[config.mk]
export PLATFORM = sky130hd
export DESIGN_NAME = gcd_stream_flat
export DESIGN_NICKNAME = d
export VERILOG_FILES = /design/src/rtl/gcd_pkg.sv /design/src/rtl/gcd_stream_if.sv /design/src/rtl/gcd_step.sv /design/src/rtl/gcd_stream.sv /design/src/flat_wrapper.sv
export SDC_FILE = /design/constraint.sdc
export NUM_CORES = 1
export LEC_CHECK = 0
export ABC_AREA = 1
export CAP_MARGIN = 20
export CORE_MARGIN = 4
export CORE_UTILIZATION = 54
export CTS_CLUSTER_SIZE = 25
export DETAILED_ROUTE_END_ITERATION = 8
export GPL_ROUTABILITY_DRIVEN = 1
export HOLD_SLACK_MARGIN = 0.06
export PLACE_DENSITY = 0.85
export SLEW_MARGIN = 20
export SYNTH_ARGS = -nofsm -noshare
export SYNTH_HDL_FRONTEND = slang
export SYNTH_SLANG_ARGS = --single-unit
[constraint.sdc]
create_clock -name clk -period 2.5 [get_ports clk]
set_input_delay 0.375 -clock clk [delete_from_list [all_inputs] [get_ports clk]]
set_output_delay 0.375 -clock clk [all_outputs]
set_load 0.005 [all_outputs]
[src/rtl/gcd_pkg.sv]
// Shared types for the streaming binary-GCD engine: FSM state encoding and
// the shift-count width helper.
package gcd_pkg;

  typedef enum logic [1:0] {
    IDLE = 2'd0,
    RUN  = 2'd1,
    DONE = 2'd2
  } state_t;

  // Enough bits to count every common factor of two in a WIDTH-bit operand.
  function automatic int k_width(input int width);
    return $clog2(width + 1);
  endfunction

endpackage

[src/rtl/gcd_stream_if.sv]
// Operand/result stream bundle for gcd_stream; the out_cycles field exists
// only when GCD_STREAM_CYCLES_EN is defined.
interface gcd_stream_if #(
  parameter int WIDTH = 16,
  parameter int CYC_W = 8
);

  logic               in_valid;
  logic               in_ready;
  logic [2*WIDTH-1:0] in_data;
  logic               out_valid;
  logic               out_ready;
  logic [WIDTH-1:0]   out_data;

`ifdef GCD_STREAM_CYCLES_EN
  logic [CYC_W-1:0]   out_cycles;

  modport master (
    output in_valid, in_data, out_ready,
    input  in_ready, out_valid, out_data, out_cycles
  );

  modport slave (
    input  in_valid, in_data, out_ready,
    output in_ready, out_valid, out_data, out_cycles
  );
`else
  modport master (
    output in_valid, in_data, out_ready,
    input  in_ready, out_valid, out_data
  );

  modport slave (
    input  in_valid, in_data, out_ready,
    output in_ready, out_valid, out_data
  );
`endif

endinterface

[src/rtl/gcd_step.sv]
// One combinational Stein iteration. When a equals b the operands pass
// through unchanged and equal_o tells the FSM the reduction is complete.
module gcd_step #(
  parameter int WIDTH = 16,
  parameter int KW    = 5
) (
  input  logic [WIDTH-1:0] a_i,
  input  logic [WIDTH-1:0] b_i,
  input  logic [KW-1:0]    k_i,
  output logic [WIDTH-1:0] a_o,
  output logic [WIDTH-1:0] b_o,
  output logic [KW-1:0]    k_o,
  output logic             equal_o
);

  always_comb begin
    a_o     = a_i;
    b_o     = b_i;
    k_o     = k_i;
    equal_o = 1'b0;
    if (a_i == b_i) begin
      equal_o = 1'b1;
    end else if (!a_i[0] && !b_i[0]) begin
      a_o = a_i >> 1;
      b_o = b_i >> 1;
      k_o = k_i + KW'(1);
    end else if (!a_i[0]) begin
      a_o = a_i >> 1;
    end else if (!b_i[0]) begin
      b_o = b_i >> 1;
    end else if (a_i > b_i) begin
      // Both odd here, so the difference is even and the shift loses nothing.
      a_o = (a_i - b_i) >> 1;
    end else begin
      b_o = (b_i - a_i) >> 1;
    end
  end

endmodule

[src/rtl/gcd_stream.sv]
// Iterative binary-GCD engine with valid/ready on both sides.
// Optional RUN-cycle counter on io.out_cycles when GCD_STREAM_CYCLES_EN is defined.
module gcd_stream
  import gcd_pkg::*;
#(
  parameter int WIDTH = 16,
  parameter int CYC_W = 8
) (
  input  logic        clk,
  input  logic        reset,
  gcd_stream_if.slave io
);

  localparam int KW = k_width(WIDTH);

  state_t           state_q, state_d;
  logic [WIDTH-1:0] a_q, a_d;
  logic [WIDTH-1:0] b_q, b_d;
  logic [KW-1:0]    k_q, k_d;
  logic [WIDTH-1:0] out_data_q, out_data_d;
  logic             in_ready_q, in_ready_d;
  logic             out_valid_q, out_valid_d;

  logic [WIDTH-1:0] in_a, in_b;
  logic [WIDTH-1:0] step_a, step_b;
  logic [KW-1:0]    step_k;
  logic             step_equal;

  assign in_a = io.in_data[WIDTH-1:0];
  assign in_b = io.in_data[2*WIDTH-1:WIDTH];

  gcd_step #(
    .WIDTH (WIDTH),
    .KW    (KW)
  ) u_step (
    .a_i     (a_q),
    .b_i     (b_q),
    .k_i     (k_q),
    .a_o     (step_a),
    .b_o     (step_b),
    .k_o     (step_k),
    .equal_o (step_equal)
  );

  always_comb begin
    state_d    = state_q;
    a_d        = a_q;
    b_d        = b_q;
    k_d        = k_q;
    out_data_d = out_data_q;
    case (state_q)
      IDLE: begin
        if (io.in_valid) begin
          a_d = in_a;
          b_d = in_b;
          k_d = '0;
          if (in_a == '0 || in_b == '0) begin
            out_data_d = in_a | in_b;
            state_d    = DONE;
          end else begin
            state_d = RUN;
          end
        end
      end
      RUN: begin
        if (step_equal) begin
          out_data_d = a_q << k_q;
          state_d    = DONE;
        end else begin
          a_d = step_a;
          b_d = step_b;
          k_d = step_k;
        end
      end
      DONE: begin
        if (io.out_ready) begin
          state_d = IDLE;
        end
      end
      default: state_d = IDLE;
    endcase
    // Handshake flags are registered copies of the next-state decode.
    in_ready_d  = (state_d == IDLE);
    out_valid_d = (state_d == DONE);
  end

  always_ff @(posedge clk or posedge reset) begin
    if (reset) begin
      state_q     <= IDLE;
      a_q         <= '0;
      b_q         <= '0;
      k_q         <= '0;
      out_data_q  <= '0;
      in_ready_q  <= 1'b1;
      out_valid_q <= 1'b0;
    end else begin
      state_q     <= state_d;
      a_q         <= a_d;
      b_q         <= b_d;
      k_q         <= k_d;
      out_data_q  <= out_data_d;
      in_ready_q  <= in_ready_d;
      out_valid_q <= out_valid_d;
    end
  end

  assign io.in_ready  = in_ready_q;
  assign io.out_valid = out_valid_q;
  assign io.out_data  = out_data_q;

`ifdef GCD_STREAM_CYCLES_EN
  logic [CYC_W-1:0] cycles_q, cycles_d;

  always_comb begin
    cycles_d = cycles_q;
    if (state_q == IDLE && io.in_valid) begin
      cycles_d = '0;
    end else if (state_q == RUN && cycles_q != '1) begin
      cycles_d = cycles_q + CYC_W'(1);
    end
  end

  always_ff @(posedge clk or posedge reset) begin
    if (reset) begin
      cycles_q <= '0;
    end else begin
      cycles_q <= cycles_d;
    end
  end

  assign io.out_cycles = cycles_q;
`endif

endmodule

[src/flat_wrapper.sv]
// flat-port wrapper written by rule: the top's interface ports become plain ports
module gcd_stream_flat import gcd_pkg::*;
#(
  parameter int WIDTH = 16,
  parameter int CYC_W = 8
)
  (clk, reset, io_in_valid, io_in_data, io_out_ready, io_in_ready, io_out_valid, io_out_data);
  gcd_stream_if #(.WIDTH(WIDTH), .CYC_W(CYC_W)) io_i ();
  input  logic clk;
  input  logic reset;
  input wire logic [$bits(io_i.in_valid)-1:0] io_in_valid;
  input wire logic [$bits(io_i.in_data)-1:0] io_in_data;
  input wire logic [$bits(io_i.out_ready)-1:0] io_out_ready;
  output wire logic [$bits(io_i.in_ready)-1:0] io_in_ready;
  output wire logic [$bits(io_i.out_valid)-1:0] io_out_valid;
  output wire logic [$bits(io_i.out_data)-1:0] io_out_data;
  assign io_i.in_valid = io_in_valid;
  assign io_i.in_data = io_in_data;
  assign io_i.out_ready = io_out_ready;
  assign io_in_ready = io_i.in_ready;
  assign io_out_valid = io_i.out_valid;
  assign io_out_data = io_i.out_data;
  gcd_stream #(.WIDTH(WIDTH), .CYC_W(CYC_W)) u_core (.clk(clk), .reset(reset), .io(io_i));
endmodule
### Yosys cells after proc, flatten, opt, wreduce, memory -nomap -nowiden

Index checks and enable logic that the tools add are counted.

* register bits after elaboration: 57
* bits of input ports: 36
* output and inout bits: 18
* word-level logic and storage cells: 75

* $add $sub $neg: 3
* magnitude comparators: 1
* eq/ne operators: 14
* shift operators: 1
* muxes and demuxes: 31
* bitwise gates (word level): 1
* reduce and logical (&&, ||, !) cells: 15

Operators with widths (count)
* 16-bit two-way mux: 17
* 16-bit one-hot mux with 2 select lines: 3
* 16-bit zero test: 2
* 16-bit subtractor: 2
* 5-bit two-way mux: 4
* 16-bit equality test: 1
* 16-bit greater-than comparator: 1
* 16-bit bitwise OR: 1
* 16-bit by 5-bit << shifter with 16-bit output: 1
* 4-bit != test, second input constant: 3
* 6-bit AND reduction: 2
* 5-bit one-hot mux with 2 select lines: 1
* 5-bit AND reduction: 2
* 2-bit two-way mux: 4
* 2-bit != test, second input constant: 4
* 4-bit AND reduction: 2
* 2-bit one-hot mux with 3 select lines: 1
* 5-bit by 1-bit adder with 5-bit output, second input constant: 1
* 2-bit equality test, second input constant: 2
* 2-bit zero test: 2
* 2-bit by 1-bit != test with 1-bit output, second input constant: 2
* 3-bit by 2-bit != test with 1-bit output, second input constant: 1
* 2-bit by 1-bit equality test with 1-bit output, second input constant: 1
* 1-bit zero test: 2
* 4 further kinds: 4

### Logic depth before layout (Yosys ltp)

* depth after elaboration: 8
* gate-level depth with buffers: 17
* depth with buffers taken out: 16

### Cells and area by module

From an unflattened synthesis, not the netlist that was laid out.

* cells, all modules: 1065
* area, all modules: 6520.0 um^2

By module, submodules not included
* gcd_stream: times used 1, cells each 487, area each 3483.3 um^2, sequential area each 1427.6 um^2
* gcd_step: times used 1, cells each 578, area each 3036.7 um^2, sequential area each 0.0 um^2

### Worst setup path after synthesis

No wires, ideal clock.

* path type: flip-flop to flip-flop
* from: register u_core.a_q[0]
* to: register u_core.b_q[1]
* library setup time: 0.121 ns
* data arrival time: 2.303 ns
* data required time: 2.379 ns
* setup slack: 0.076 ns
* cell stages (with the launch flop): 15
* clock period less this slack: 2.424 ns
* cell sequence: dfrtp_1 -> inv_2 -> ha_1 -> fa_1 -> inv_1 -> nand3_1 -> nand2_1 -> nand2_1 -> nand2_1 -> nand2_1 -> nand2_4 -> nand4_4 -> buf_2 -> a21oi_1 -> a21oi_1

* cells in the longest elaborated chain, start to end: 8

Ends and longest elaborated chain
* from (decl): RTL line gcd_stream.sv:17 `logic [WIDTH-1:0] a_q, a_d;`
* from (signal assigned): RTL line gcd_stream.sv:90 `a_q <= '0;`
* from (signal assigned): RTL line gcd_stream.sv:98 `a_q <= a_d;`
* 16-bit subtractor: RTL line gcd_step.sv:35 `b_o = (b_i - a_i) >> 1;`
* 16-bit two-way mux: RTL line gcd_step.sv:31 `end else if (a_i > b_i) begin`
* 16-bit two-way mux: RTL line gcd_step.sv:29 `end else if (!b_i[0]) begin`
* 16-bit two-way mux: RTL line gcd_step.sv:27 `end else if (!a_i[0]) begin`
* 16-bit two-way mux: RTL line gcd_step.sv:23 `end else if (!a_i[0] && !b_i[0]) begin`
* 16-bit two-way mux: RTL line gcd_step.sv:21 `if (a_i == b_i) begin`
* 16-bit two-way mux: RTL line gcd_stream.sv:66 `if (step_equal) begin`
* 16-bit one-hot mux with 2 select lines: RTL line gcd_stream.sv:51 `case (state_q)`
* to (signal assigned): RTL line gcd_stream.sv:91 `b_q <= '0;`
* to (signal assigned): RTL line gcd_stream.sv:99 `b_q <= b_d;`
* to (decl): RTL line gcd_stream.sv:18 `logic [WIDTH-1:0] b_q, b_d;`

Parallel ways exist; a longest one is shown, timed or not. The select of a mux whose other input is x is not followed.
A chain may end at the register's enable or synchronous reset.

### Worst setup path in the final report

* from: register u_core.b_q[7]
* to: register u_core.a_q[7]

* cells in the longest elaborated chain, start to end: 8

Ends and longest elaborated chain
* 16-bit subtractor: RTL line gcd_step.sv:33 `a_o = (a_i - b_i) >> 1;`
* 16-bit two-way mux: RTL line gcd_step.sv:31
* 16-bit two-way mux: RTL line gcd_step.sv:29
* 16-bit two-way mux: RTL line gcd_step.sv:27
* 16-bit two-way mux: RTL line gcd_step.sv:23
* 16-bit two-way mux: RTL line gcd_step.sv:21
* 16-bit two-way mux: RTL line gcd_stream.sv:66
* 16-bit one-hot mux with 2 select lines: RTL line gcd_stream.sv:51

Parallel ways exist; a longest one is shown, timed or not. The select of a mux whose other input is x is not followed.

==> Implementation_results.wiki <==
{| class="wikitable"
! Metric !! Value
|-
| Status || completed
|-
| Met1 track demand over resource || a little under two fifths
|-
| HPWL after detailed placement || 14,600 um
|-
| Biggest area consumer among synthesized cells || sky130_fd_sc_hd__dfrtp_1
|-
| Overall fraction of global-route tracks in use || 28.9%
|-
| Count of flip-flops with a built-in enable after synthesis || 0
|-
| Final Non-Filler Cells || 1,195
|-
| Category of the critical setup timing path || reg2reg
|-
| Most instantiated flip-flop cell in the synthesis netlist || sky130_fd_sc_hd__dfrtp_1
|-
| Area contributors post-synth || sky130_fd_sc_hd__dfrtp_1 24%, sky130_fd_sc_hd__nand2_1 22%, sky130_fd_sc_hd__inv_1 9.1%
|-
| Area of the mapped netlist || 5930 sq um
|-
| Maximum fanout count along the critical path || 9
|-
| Synth Net Count || 1,049
|-
| Clock latency reported for the late side of the worst-skew pair || 370 ps
|-
| Critical path's top delay family || simple AND/OR/NAND/NOR gates
|-
| Clock tree buffer depth || 2
|-
| Hold slack final || 191 ps
|-
| Worst-path cell chain || inv_1 -> ha_1 -> nand2_2 -> inv_1 -> a21oi_2 -> nand2_1 -> nand2_1 -> nand2_4 -> nand2_2 -> nand3_2 -> nand3_4 -> clkinvlp_4 -> nand2_1 -> nand2_1
|-
| TritonCTS buffer count || 9
|-
| Area share of the largest cell type after synthesis || a little under a quarter
|-
| CP endpoint kind || flop
|-
| Worst EP arrival || 2730 ps
|-
| Post-route antenna net violation count || 0
|-
| FMAX || between 0.4 and 0.5 GHz
|-
| Post-Syn Instances || about 980
|-
| R2R Setup Slk || roughly 25 ps
|-
| Antenna fix cells || 0
|-
| Destination of the worst register-to-register timing path || u_core.a_q[7]
|-
| Count of buffers from port buffering || between 50 and 60
|-
| Leakage || 3.89 nW
|-
| Psw || 6.31 mW
|-
| Cell internal power dissipation || 5.24 mW
|-
| Number of hold buffers added after CTS || 0
|-
| Reg2Reg Depth || 14
|-
| Pre-antenna DRT Iters || 6
|-
| Yosys reg bits || between 50 and 60
|-
| Worst-case clock skew || 10.6 ps
|-
| Aggregate routed wire length || 19,400 um
|-
| Maximum Capacitance Violations || 0
|-
| GPL Wtd Cong || 0.995
|-
| Y dimension of the die || 113 um
|-
| Period utilisation layout || between 90% and 100%
|-
| Cell type with the highest occurrence count on the critical path || sky130_fd_sc_hd__nand2_1
|-
| Share of power burned in registers || between 10% and 20%
|-
| Slew Limit Headroom || 41.3%
|-
| Number of levels in the clock H-tree || 3
|-
| Core area || 10,500 sq um
|-
| Fraction of power spent switching nets || 54.6%
|-
| Average detailed-routed wire length per instance || approximately 16 um
|-
| Peak supply drop || 0.842 mV
|-
| Via density || around 5.6
|-
| Total Power Consumption || about 12 mW
|-
| Data required time of the critical path || 2760 ps
|-
| I/O pin cnt || 54
|-
| Overall via count from detail_route || 6,744
|-
| Total power divided by cell area || 1610 nW/um^2
|-
| Antenna violations before repair || 0
|-
| Proportion of power drawn by combinational gates || 74.9%
|-
| Avg Inst Size Synth || 6.07 sq um
|-
| Clock period minus final worst setup slack || ~2500 ps
|-
| Clock slew at reported path FFs || roughly 80 ps
|-
| Number of global-route vias before repair || ~6,200
|-
| Fraction of layout instances using a drive strength above 1 || 9.92%
|-
| Launching element type of the critical path || flop
|-
| Setup violations, final || 0
|-
| Most used routing layer || met2
|-
| Largest incremental delay on the critical path || 410 ps
|-
| Clock group share of total power || 9.5%
|-
| Register area share after synthesis || between 20 and 25%
|-
| Row Count || 37
|-
| Count of clock tree sinks || 57
|-
| Initial core utilization || 56.4%
|-
| Congestion Overflow GR || 0
|-
| Nets@finish || 1,126
|-
| Cell variety after synth || 47
|-
| Slack of the critical path || roughly 25 ps
|-
| Count of final hold-check violations || 0
|-
| Pre-CTS setup slack || -38.8 ps
|-
| Count of unresolved DRC violations after routing || 0
|-
| Type of the worst min-delay path || in2async
|-
| Die W || 113 um
|-
| Initial detailed-routing violation count || 827
|-
| Met2 routing resource usage after global routing || 46.9%
|-
| Wire length of the first global-routing pass || 29,700 um
|-
| Clock tree root driver cell || sky130_fd_sc_hd__clkbuf_8
|-
| Critical Path Slowest Stage Cell || sky130_fd_sc_hd__dfrtp_1
|-
| Maximum number of pins on one net before global-route repair || 60
|-
| Yosys warnings || 0
|-
| Pin slew with the least headroom to its limit || roughly 880 ps
|-
| Max-slew violation total from the final report || 0
|-
| Final design utilization || 68.2%
|-
| Global-route met3 utilization || 6.26%
|-
| Overall die area || 12,700 sq um
|-
| Number of cells in the design after placement || 1,167
|-
| Clock tree from TritonCTS || built
|-
| Worst reg2reg path startpoint || u_core.b_q[7]
|-
| Area added between synthesis and finish || 20.9%
|-
| Synth async-reset ratio || 100%
|-
| Worst Path Buf+Inv || 3
|}
[cell type report]
type                    count  area (sq um)
inverters                 154           594
clock buffers              10           138
well taps                 136           170
multi-input cells         740          3830
repair buffers             92           903
clock inverters             6           105
fillers                   902          3340
flip-flops and latches     57          1430
[state kept, by name, indices dropped and copies added, names as in the netlist]
register	cells
u_core.k_q	5
u_core.b_q	16
u_core.a_q	16
u_core.io.in_ready	1
u_core.io.out_data	16
u_core.io.out_valid	1
u_core.state_q	2
[power groups by stage]
stage          combinational (mW)  sequential [mW]  clock (mW)
6_report                     8.65             1.80        1.10
5_1_grt                      9.52             1.84        1.13
4_1_cts                      7.93             1.77        1.09
3_5_place_dp                 7.84             1.79           0
3_3_place_gp                 7.69             1.77           0
2_1_floorplan                5.68             1.66           0
[per-layer routing]
metal / vias up / wire length (um)
li1: 3223 / -
met1: 3059 / 7750
met2: 380 / 8770
met3: 82 / 2000
met4: 0 / 926
met5: - / 0
[worst max-delay path by stage]
stage	start	end	depth (start not counted)
global placement	u_core.b_q[11]	u_core.b_q[3]	13
CTS	u_core.b_q[9]	u_core.b_q[4]	12
floorplan	u_core.a_q[0]	u_core.b_q[1]	14
detailed placement	u_core.b_q[11]	u_core.b_q[4]	13
finish	u_core.b_q[7]	u_core.a_q[7]	14
global route	u_core.b_q[9]	u_core.a_q[7]	13
[cell usage after synthesis, types with 6 or more instances]
library cell / n
sky130_fd_sc_hd__mux2i_1: 7
sky130_fd_sc_hd__a31oi_1: 9
sky130_fd_sc_hd__xor2_1: 14
sky130_fd_sc_hd__o21ai_0: 57
sky130_fd_sc_hd__clkbuf_1: 15
sky130_fd_sc_hd__nand3_1: 41
sky130_fd_sc_hd__nand2_1: 351
sky130_fd_sc_hd__buf_2: 6
sky130_fd_sc_hd__ha_1: 34
sky130_fd_sc_hd__inv_1: 144
sky130_fd_sc_hd__nor2_1: 86
sky130_fd_sc_hd__dfrtp_1: 56
sky130_fd_sc_hd__nand4_1: 12
sky130_fd_sc_hd__o21bai_1: 9
sky130_fd_sc_hd__a21oi_1: 67
sky130_fd_sc_hd__inv_2: 7
[cell usage in the layout (no fill, tap or decap), drive strengths merged, types with 4 or more instances in the layout]
cell type,instances
dfrtp,56
nor2,93
o21bai,9
clkbuf,11
nand2,359
nor4,4
ha,34
xor2,14
o21ai,61
inv,152
a21oi,67
clkdlybuf4s50,53
mux2i,7
nor3,5
clkinv,4
nand4,13
a31oi,11
and2,5
buf,38
nand3,45
[through the flow]
stage | area, sq um | TNS [ps]
floorplan | 5930 | 0
global placement | 6710 | 0
detailed placement | 6710 | -38.8
CTS | 6950 | 0
global route | 7170 | -553
finish | 7170 | 0
[cells by family after synthesis]
kind of cell	Yosys count	share of synthesized area, %
multiplexers	7	1.18
adder cells (fa/ha/maj)	36	7.85
AND/OR/NAND/NOR	525	37.9
buffers and inverters	180	12.2
flip-flops	57	24.1
AO/OA/AOI/OAI	158	14.7
XOR/XNOR	14	2.07
[repair_timing]
item,CTS,global route
buffers inserted,0,11
gates cloned,0,1
resized for setup,1,21
pin swaps,0,2
setup endpoints to repair,3,36
(Power assumes the default switching activity.)
